[src/rtl/shift_arb_pkg.sv]
// -----------------------------------------------------------------------------
// shift_arb_pkg
// Shared types and widths for the shift_arbiter block.
//   state_t : arbiter/sequencer FSM states (IDLE, SHIFT, RESP)
//   DATA_W  : operand/result width of the shared shifter
//   AMT_W   : shift amount width
//   STAT_W  : width of the optional per-requester grant counters
// -----------------------------------------------------------------------------
package shift_arb_pkg;

  typedef enum logic [1:0] {
    IDLE  = 2'd0,
    SHIFT = 2'd1,
    RESP  = 2'd2
  } state_t;

  localparam int DATA_W = 8;
  localparam int AMT_W  = 3;
  localparam int STAT_W = 16;

endpackage

[src/rtl/rightShifter.sv]
// -----------------------------------------------------------------------------
// rightShifter
// Existing 8-bit logical right shifter, zero fill, three binary-weighted stages.
// Ports:
//   a          in  8 : operand
//   s2, s1, s0 in  1 : shift amount bits (weights 4, 2, 1)
//   y          out 8 : a >> {s2,s1,s0}
// -----------------------------------------------------------------------------
module rightShifter (
  input  logic [7:0] a,
  input  logic       s2,
  input  logic       s1,
  input  logic       s0,
  output logic [7:0] y
);

  logic [7:0] st1;
  logic [7:0] st2;

  assign st1 = s0 ? {1'b0, a[7:1]}     : a;
  assign st2 = s1 ? {2'b00, st1[7:2]}  : st1;
  assign y   = s2 ? {4'h0, st2[7:4]}   : st2;

endmodule

[src/rtl/shift_arbiter_rr_picker.sv]
// -----------------------------------------------------------------------------
// rr_picker
// Combinational round-robin picker. Searches req starting at ptr and wrapping
// modulo NREQ; the first set bit wins.
// Ports:
//   req   in  NREQ : request vector
//   ptr   in  IDW  : search start index
//   grant out NREQ : one-hot winner (all zero when no request)
//   idx   out IDW  : encoded winner index (0 when no request)
//   any   out 1    : at least one request present
// -----------------------------------------------------------------------------
module rr_picker #(
  parameter  int NREQ = 4,
  localparam int IDW  = $clog2(NREQ)
) (
  input  logic [NREQ-1:0] req,
  input  logic [IDW-1:0]  ptr,
  output logic [NREQ-1:0] grant,
  output logic [IDW-1:0]  idx,
  output logic            any
);

  // One spare bit so ptr + offset never overflows before the modulo fold.
  logic [IDW:0]   sum;
  logic [IDW-1:0] cand;

  always_comb begin
    grant = '0;
    idx   = '0;
    any   = 1'b0;
    sum   = '0;
    cand  = '0;
    for (int k = 0; k < NREQ; k++) begin
      sum = {1'b0, ptr} + (IDW+1)'(k);
      if (sum >= (IDW+1)'(NREQ)) sum = sum - (IDW+1)'(NREQ);
      cand = sum[IDW-1:0];
      if (!any && req[cand]) begin
        any         = 1'b1;
        grant[cand] = 1'b1;
        idx         = cand;
      end
    end
  end

endmodule

[src/rtl/shift_arbiter.sv]
// -----------------------------------------------------------------------------
// shift_arbiter
// Round-robin arbiter/sequencer sharing one rightShifter among NREQ requesters.
// Accept in IDLE -> operand shifted in SHIFT -> result held in RESP until taken.
// Ports:
//   clk, rst_n  : clock (rising edge), asynchronous active-low reset
//   req_valid   in  NREQ      : per-requester valid
//   req_ready   out NREQ      : one-hot accept (only in IDLE)
//   req_data    in  NREQ*8    : operands, requester i at [8*i +: 8]
//   req_amt     in  NREQ*3    : shift amounts, requester i at [3*i +: 3]
//   rsp_valid   out 1         : result available
//   rsp_ready   in  1         : consumer accepts result
//   rsp_data    out 8         : shifted result
//   rsp_id      out IDW       : owner of rsp_data
//   busy        out 1         : FSM not in IDLE
// Optional feature macro SHIFT_ARB_STATS_EN adds:
//   stat_sel    in  IDW       : counter select
//   stat_count  out 16        : saturating grant count of the selected requester
// -----------------------------------------------------------------------------
module shift_arbiter
  import shift_arb_pkg::*;
#(
  parameter  int NREQ = 4,
  localparam int IDW  = $clog2(NREQ)
) (
  input  logic                    clk,
  input  logic                    rst_n,
  input  logic [NREQ-1:0]         req_valid,
  output logic [NREQ-1:0]         req_ready,
  input  logic [NREQ*DATA_W-1:0]  req_data,
  input  logic [NREQ*AMT_W-1:0]   req_amt,
  output logic                    rsp_valid,
  input  logic                    rsp_ready,
  output logic [DATA_W-1:0]       rsp_data,
  output logic [IDW-1:0]          rsp_id,
  output logic                    busy
`ifdef SHIFT_ARB_STATS_EN
  ,
  input  logic [IDW-1:0]          stat_sel,
  output logic [STAT_W-1:0]       stat_count
`endif
);

  state_t state, state_nx;

  logic [IDW-1:0]    ptr;
  logic [NREQ-1:0]   grant;
  logic [IDW-1:0]    win_idx;
  logic              win_any;
  logic              accept;

  logic [DATA_W-1:0] op_data_p0;
  logic [AMT_W-1:0]  op_amt_p0;
  logic [IDW-1:0]    op_id_p0;
  logic [DATA_W-1:0] shift_out;

  function automatic logic [IDW-1:0] ptr_after(input logic [IDW-1:0] idx);
    if (idx == IDW'(NREQ-1)) return '0;
    return idx + 1'b1;
  endfunction

  rr_picker #(.NREQ(NREQ)) u_pick (
    .req   (req_valid),
    .ptr   (ptr),
    .grant (grant),
    .idx   (win_idx),
    .any   (win_any)
  );

  assign accept    = (state == IDLE) && win_any;
  assign req_ready = (state == IDLE) ? grant : '0;
  assign busy      = (state != IDLE);

  always_ff @(posedge clk or negedge rst_n) begin
    if (!rst_n) state <= IDLE;
    else        state <= state_nx;
  end

  always_comb begin
    state_nx = state;
    case (state)
      IDLE:    if (win_any)   state_nx = SHIFT;
      SHIFT:                  state_nx = RESP;
      RESP:    if (rsp_ready) state_nx = IDLE;
      default:                state_nx = IDLE;
    endcase
  end

  // Stage p0: capture the winner's operand, amount and ID; advance the pointer.
  always_ff @(posedge clk or negedge rst_n) begin
    if (!rst_n) begin
      op_data_p0 <= '0;
      op_amt_p0  <= '0;
      op_id_p0   <= '0;
      ptr        <= '0;
    end else if (accept) begin
      op_data_p0 <= req_data[DATA_W*win_idx +: DATA_W];
      op_amt_p0  <= req_amt[AMT_W*win_idx +: AMT_W];
      op_id_p0   <= win_idx;
      ptr        <= ptr_after(win_idx);
    end
  end

  rightShifter u_shift (
    .a  (op_data_p0),
    .s2 (op_amt_p0[2]),
    .s1 (op_amt_p0[1]),
    .s0 (op_amt_p0[0]),
    .y  (shift_out)
  );

  // Response stage: registered shifter result, held until the consumer takes it.
  always_ff @(posedge clk or negedge rst_n) begin
    if (!rst_n) begin
      rsp_valid <= 1'b0;
      rsp_data  <= '0;
      rsp_id    <= '0;
    end else if (state == SHIFT) begin
      rsp_valid <= 1'b1;
      rsp_data  <= shift_out;
      rsp_id    <= op_id_p0;
    end else if (state == RESP && rsp_ready) begin
      rsp_valid <= 1'b0;
    end
  end

`ifdef SHIFT_ARB_STATS_EN
  logic [STAT_W-1:0] grant_cnt [NREQ];

  always_ff @(posedge clk or negedge rst_n) begin
    if (!rst_n) begin
      for (int i = 0; i < NREQ; i++) grant_cnt[i] <= '0;
    end else if (accept && (grant_cnt[win_idx] != '1)) begin
      grant_cnt[win_idx] <= grant_cnt[win_idx] + 1'b1;
    end
  end

  assign stat_count = grant_cnt[stat_sel];
`endif

endmodule

[config.mk]
export PLATFORM = sky130hd
export DESIGN_NAME = shift_arbiter
export DESIGN_NICKNAME = d
export VERILOG_FILES = /design/src/rtl/shift_arb_pkg.sv /design/src/rtl/rightShifter.sv /design/src/rtl/shift_arbiter_rr_picker.sv /design/src/rtl/shift_arbiter.sv
export SDC_FILE = /design/constraint.sdc
export NUM_CORES = 1
export LEC_CHECK = 0
export ABC_AREA = 0
export BUFFER_PORTS_ARGS = -buffer_cell sky130_fd_sc_hd__buf_2
export CORE_MARGIN = 4
export CORE_UTILIZATION = 25
export DETAILED_ROUTE_END_ITERATION = 16
export PLACE_DENSITY = 0.53
export SKIP_LAST_GASP = 1
export SYNTH_ARGS = -nofsm -noshare
export SYNTH_HDL_FRONTEND = slang
export SYNTH_SLANG_ARGS = --single-unit
[constraint.sdc]
create_clock -name clk -period 3.05 [get_ports clk]
set_input_delay 0.1525 -clock clk [delete_from_list [all_inputs] [get_ports clk]]
set_output_delay 0.1525 -clock clk [all_outputs]
set_load 0.02 [all_outputs]
# [After elaboration in Yosys (flattened, before gate mapping)]
# Index checks and enable logic that the tools add are counted.
[totals] latchBits=0 word_cells=100 mem_bits_rw=0 inputBits=51 mem_count=0 out_inout_bits=16 register_bits=28 mem_bits_ro=0
[op_classes] n_mul=1 div_mod_pow=0 magnitude_cmp=12 mux=45 bitwise_logic=3 add_sub_neg=8 n_eq_ne=5 shift=2 n_reduce_logical=16
[op_table] op="$shiftx 32x6->8" n=1
[op_table] op="$mux 2" n=12
[op_table] op="$mux 8" n=3
[op_table] op="$mux 4" n=5
[op_table] op="$mux 1" n=16
[op_table] op="$lt 2x3->1 const B" n=4
[op_table] op="$or 4x4->4" n=3
[op_table] op="$shiftx 12x5->3" n=1
[op_table] op="$ge 3x3->1 const B" n=3
[op_table] op="$logic_and 1x1->1" n=9
[op_table] op="$bmux 1 s2" n=4
[op_table] op="$demux 1 s2" n=4
[op_table] op="$ge 2x1->1 const B" n=4
[op_table] op="$sub 2x1->2 const B" n=4
[op_table] op="$add 2x2->3 const B" n=2
[op_table] op="$pmux 2 s3" n=1
[op_table] op="$eq 2x2->1 const B" n=2
[op_table] op="$mul 2x2->4 const A" n=1
[op_table] op="$ne 2x2->1 const B" n=2
[op_table] op="$reduce_bool 2->1" n=2
[op_table] op="$add 2x1->3 const B" n=1
[op_table] op="$ge 2x3->1 const B" n=1
[op_table] op="$logic_not 1->1" n=3
[op_table] op="$add 2x1->2 const B" n=1
[op_table] op="other kinds (3)" n=3

# [Longest topological paths before layout]
[logic_depth] depth_word=18 depth_mapped=10 mapped_depth_nobuf=8

# [Cells and area by module]
# A second synthesis with hierarchy kept.
[unflattened] hier_cells=156 area_unflattened_um2=2079.5
[by_module_without_submodules] module="shift_arbiter" cells_per_inst=83 seq_area_each_um2=700.7 area_each_um2=1410.1 instances=1
[by_module_without_submodules] module="rr_picker" cells_per_inst=45 seq_area_each_um2=0.0 area_each_um2=419.2 instances=1
[by_module_without_submodules] module="rightShifter" cells_per_inst=28 seq_area_each_um2=0.0 area_each_um2=250.2 instances=1

# [Least setup slack after synthesis]
# OpenSTA, ideal clock, no wires.
[synth_timing] kind="reg-to-reg" startpoint="reg ptr[0]" endpoint="reg op_amt_p0[1]" slack_ns=0.058 path_buffers=2 stages_incl_launch_ff=11 arrival_time_ns=2.861 cell_sequence="dfrtp_1 -> buf_6 -> inv_1 -> ha_1 -> mux4_1 -> and2b_1 -> nor2_1 -> o21ai_2 -> clkbuf_4 -> mux2i_1 -> o221ai_2"
[synth_between] elab_chain_len=16 elab_cells_between_ends=40
[synth_rtl] item="start, declared" line="shift_arbiter.sv:46" source="logic [IDW-1:0] ptr;"
[synth_rtl] item="start signal, assigned" line="shift_arbiter.sv:100" source="ptr <= ptr_after(win_idx);"
[synth_rtl] item="parallel branches: the longest is 16 deep, another holds $add 2x1->3"
[synth_rtl] item="end signal, assigned" line="shift_arbiter.sv:98" source="op_amt_p0 <= req_amt[AMT_W*win_idx +: AMT_W];"
[synth_rtl] item="end, declared" line="shift_arbiter.sv:53" source="logic [AMT_W-1:0] op_amt_p0;"
# Several ways; the timed one is not identified. The select of a mux whose other input is x is not followed.
# A chain may end at the register's enable or synchronous reset.

# [Worst setup path after layout]
[layout_timing] startpoint="reg ptr[1]" endpoint="reg op_amt_p0[2]"
# The elaborated chain is that of the path after synthesis.

==> results.py <==
metrics = {
    "status": {
        "status": "completed",
    },
    "worst_setup_path": {
        "crit_path_cell_trace": "inv_1, ha_1, mux4_2, and2b_1, nor2_1, o21ai_2, buf_12, mux2i_1, o221ai_1",
        "critical_path_class": "reg2reg",
        "cp_max_fo": 22,
        "rr_startpoint": "ptr[1]$_DFFE_PN0P_",
        "worstPathRequired_ns": 3.19,
        "rrSetupSlack_ns": 0.20,
        "reg2reg_to": "op_amt_p0[2]$_DFFE_PN0P_",
        "cp-end-kind": "register",
        "crit_path_start_kind": "register",
        "max_stage_delay_ns": 0.59,
        "cp.arrival_ns": 2.99,
        "r2r_cells": 9,
        "slowest_stage": "mux4_2",
    },
    "route": {
        "drtIter0Drc": 67,
        "drc": 0,
        "num_vias": 1697,
        "via_per_inst": 4.599,
        "wl_per_cell_um": 13.15,
        "drtAntennaViolNets": 0,
        "wirelength_mm": 4.851,
        "firstDrtPassIters": 4,
    },
    "synth": {
        "yosysUniqueCellTypes": 40,
        "synth_top_flop_cell": "dfrtp_1",
        "ys_ff_latch": 28,
        "syn-cell-area_sq_um": 2096,
        "synth_edf_count": 0,
        "ys_seq_area_share_pct": 33.43,
        "postSynthAreaPerCell_sq_um": 10.48,
        "yosysWarnings": 0,
        "syn_nets": 259,
        "synthCells": 200,
        "synth-async-reset-ratio_pct": 100.0,
    },
    "clock_tree": {
        "cts_setup_buffers": 0,
        "clock_path_buffers": 2,
        "cts_buffers": 3,
        "root_buffer": "clkbuf_8",
        "path_clk_slew_ns": 0.09,
        "clock_latency_ns": 0.27,
        "clock-sinks": 28,
        "h-tree-depth": 1,
        "cts_tree": "built",
    },
    "global_routing": {
        "grt_pass1_wl_mm": 8.190,
        "gr-usage-met3_pct": 1.893,
        "top_usage_layer": "met2",
        "overflow": 0,
        "antenna_found_initial": 0,
        "grt_use_total_pct": 10.01,
        "grt.met1_usage_pct": 14.94,
        "grt_pass1_vias": 1709,
        "grt_max_degree": 29,
        "use_met2_pct": 15.08,
    },
    "finish": {
        "finalNonFillerCells": 369,
        "multi_input_area_sq_um": 1255,
        "diodes": 0,
        "nNetsFinal": 324,
        "drive_above_1_share_pct": 38.26,
        "seq_area_sq_um": 700.7,
        "syn_to_final_growth_pct": 22.63,
        "num-fill-cells": 864,
    },
    "pwr": {
        "vdd_ir_drop_max_v": 0.0004946,
        "p_total_mw": 3.054,
        "p_leak_nw": 1.239,
        "power.density_nw_per_um2": 1188,
    },
    "timing": {
        "fin_setup_tns_ns": 0,
        "relSlewSlack_pct": 59.26,
        "max_freq_mhz": 350.9,
        "tightest_slew_ns": 0.6110,
        "hold_violations": 0,
        "clock_skew_ns": 0.002878,
        "period_share_pct": 93.43,
        "fin_crit_ns": 2.850,
        "finalSetupViolCount": 0,
        "finalMaxSlewViolations": 0,
        "rsz0062_at_grt": "false",
    },
    "min_path": {
        "hold_path_depth": 4,
        "hold_path_end": "state[1]$_DFFE_PN0P_",
        "holdCritPathClass": "in2reg",
        "holdCritStartpoint": "rsp_ready",
    },
    "run": {
        "drv_cap": 0,
    },
    "floorplanning": {
        "die_y_um": 99.56,
        "start_util_pct": 25.64,
        "rows": 33,
        "io_pins": 67,
        "core_area_sq_um": 8175,
        "fp.dieArea_sq_um": 9912,
        "die_w_um": 99.56,
    },
    "placement": {
        "place_inst": 364,
        "post-dp-hpwl_mm": 3.908,
        "io_buffers": 66,
        "gp_congestion": 0.7383,
    },
}
## cell families after synthesis
logic type,synth area share (%)
simple gates,11.94
flops,33.43
mux,22.93
buf+inv,6.508
fa+ha+maj,4.776
compound gates,19.16
xor+xnor,1.254
## where the power goes
part / switching (mW) / internal [mW] / total [mW] / leakage, nW
combinational: 1.15 / 0.946 / 2.10 / 0.863
sequential: 0.177 / 0.556 / 0.733 / 0.347
clock: 0.105 / 0.115 / 0.220 / 0.0288
## registers in the layout, indices dropped and copies added, names as in the netlist
name        count
state           2
rsp_data        8
rsp_valid       1
rsp_id          2
op_data_p0      8
op_id_p0        2
op_amt_p0       3
ptr             2
## cell type report
| class | count | share of cell area (%) |
|---|---|---|
| multi-input cells | 151 | 48.83 |
| clock buffers | 4 | 2.142 |
| repair buffers | 73 | 15.48 |
| flip-flops and latches | 28 | 27.26 |
| inverters | 8 | 1.168 |
| well taps | 105 | 5.112 |
## worst max path at each step
stage	from	to	slack [ns]	cells after the start
final	ptr[1]$_DFFE_PN0P_	op_amt_p0[2]$_DFFE_PN0P_	0.20	9
after global routing	ptr[1]$_DFFE_PN0P_	op_amt_p0[2]$_DFFE_PN0P_	0.03	9
after CTS	ptr[1]$_DFFE_PN0P_	op_amt_p0[2]$_DFFE_PN0P_	0.11	9
after detailed placement	ptr[1]$_DFFE_PN0P_	op_amt_p0[2]$_DFFE_PN0P_	0.12	9
after global placement	ptr[1]$_DFFE_PN0P_	op_amt_p0[2]$_DFFE_PN0P_	0.13	9
after floorplan	ptr[0]$_DFFE_PN0P_	op_amt_p0[1]$_DFFE_PN0P_	0.06	10
## placed cells by master (no fill, tap or decap), types with 2 or more instances in the layout
master | Yosys | final
nand2_1 | 28 | 28
dfrtp_1 | 28 | 28
clkbuf_8 | 2 | 4
xnor2_1 | 3 | 3
o22ai_1 | 2 | 2
buf_2 | 0 | 66
o221ai_1 | 2 | 2
nor2_1 | 18 | 18
buf_4 | 1 | 5
a211oi_1 | 2 | 2
ha_1 | 8 | 8
o221ai_2 | 9 | 9
mux4_1 | 3 | 2
inv_1 | 8 | 8
o21ai_0 | 7 | 7
a21oi_1 | 4 | 4
a221oi_1 | 4 | 4
mux4_2 | 1 | 2
a22oi_1 | 4 | 4
a22o_1 | 3 | 3
mux2_2 | 7 | 7
mux2i_1 | 30 | 30
## synthesized netlist by cell type, types with 2 or more instances
master    count  area (sq um)
ha_1          8         100.1
o21ai_0       7         35.03
buf_6         4         45.04
o22ai_1       2         12.51
nor2_1       18         67.56
dfrtp_1      28         700.7
inv_1         8         30.03
a22o_1        3         26.28
mux2i_1      30         300.3
mux4_1        3         78.83
a21oi_1       4         20.02
o221ai_2      9         135.1
clkbuf_8      2         27.53
nand2_1      28         105.1
a211oi_1      2         15.01
xnor2_1       3         26.28
o221ai_1      2         17.52
mux2_2        7         78.83
a221oi_1      4         35.03
a22oi_1       4         30.03
clkbuf_1      5         18.77
## critical path: cells and delay by family (launching register included)
| family | cells | cell delay, ns |
|---|---|---|
| multiplexers | 2 | 0.93 |
| AND/OR/NAND/NOR | 2 | 0.41 |
| adder cells (fa/ha/maj) | 1 | 0.38 |
| flip-flops | 1 | 0.35 |
| AO/OA/AOI/OAI | 2 | 0.34 |
| buffers and inverters | 2 | 0.31 |
## metal layers
metal  wire length [um]  part of all wire [%]  vias up
met1               2464                    51      771
li1                   -                     -      865
met4                 29                  0.60        0
met2               2041                    42       59
met3                316                   6.5        2
met5                  0                     0        -
## through the flow
step | hold WS, ns | utilization [%] | cell area, sq um | setup slack, ns
6_report | 0.1464 | 31.44 | 2570 | 0.2003
4_1_cts | 0.1355 | 31.48 | 2574 | 0.1065
3_3_place_gp | 0.2030 | 30.69 | 2509 | 0.1319
2_1_floorplan | -0.1431 | - | 2096 | 0.05765
5_1_grt | 0.1759 | 31.44 | 2570 | 0.02851
3_5_place_dp | 0.2008 | 30.69 | 2509 | 0.1170
## repair_timing
item,CTS,global route
gates resized for setup,0,1
hold buffers,1,0
setup endpoints to repair,0,4
endpoints found under the hold margin,28,0
Power figures use the tool's default switching activity.
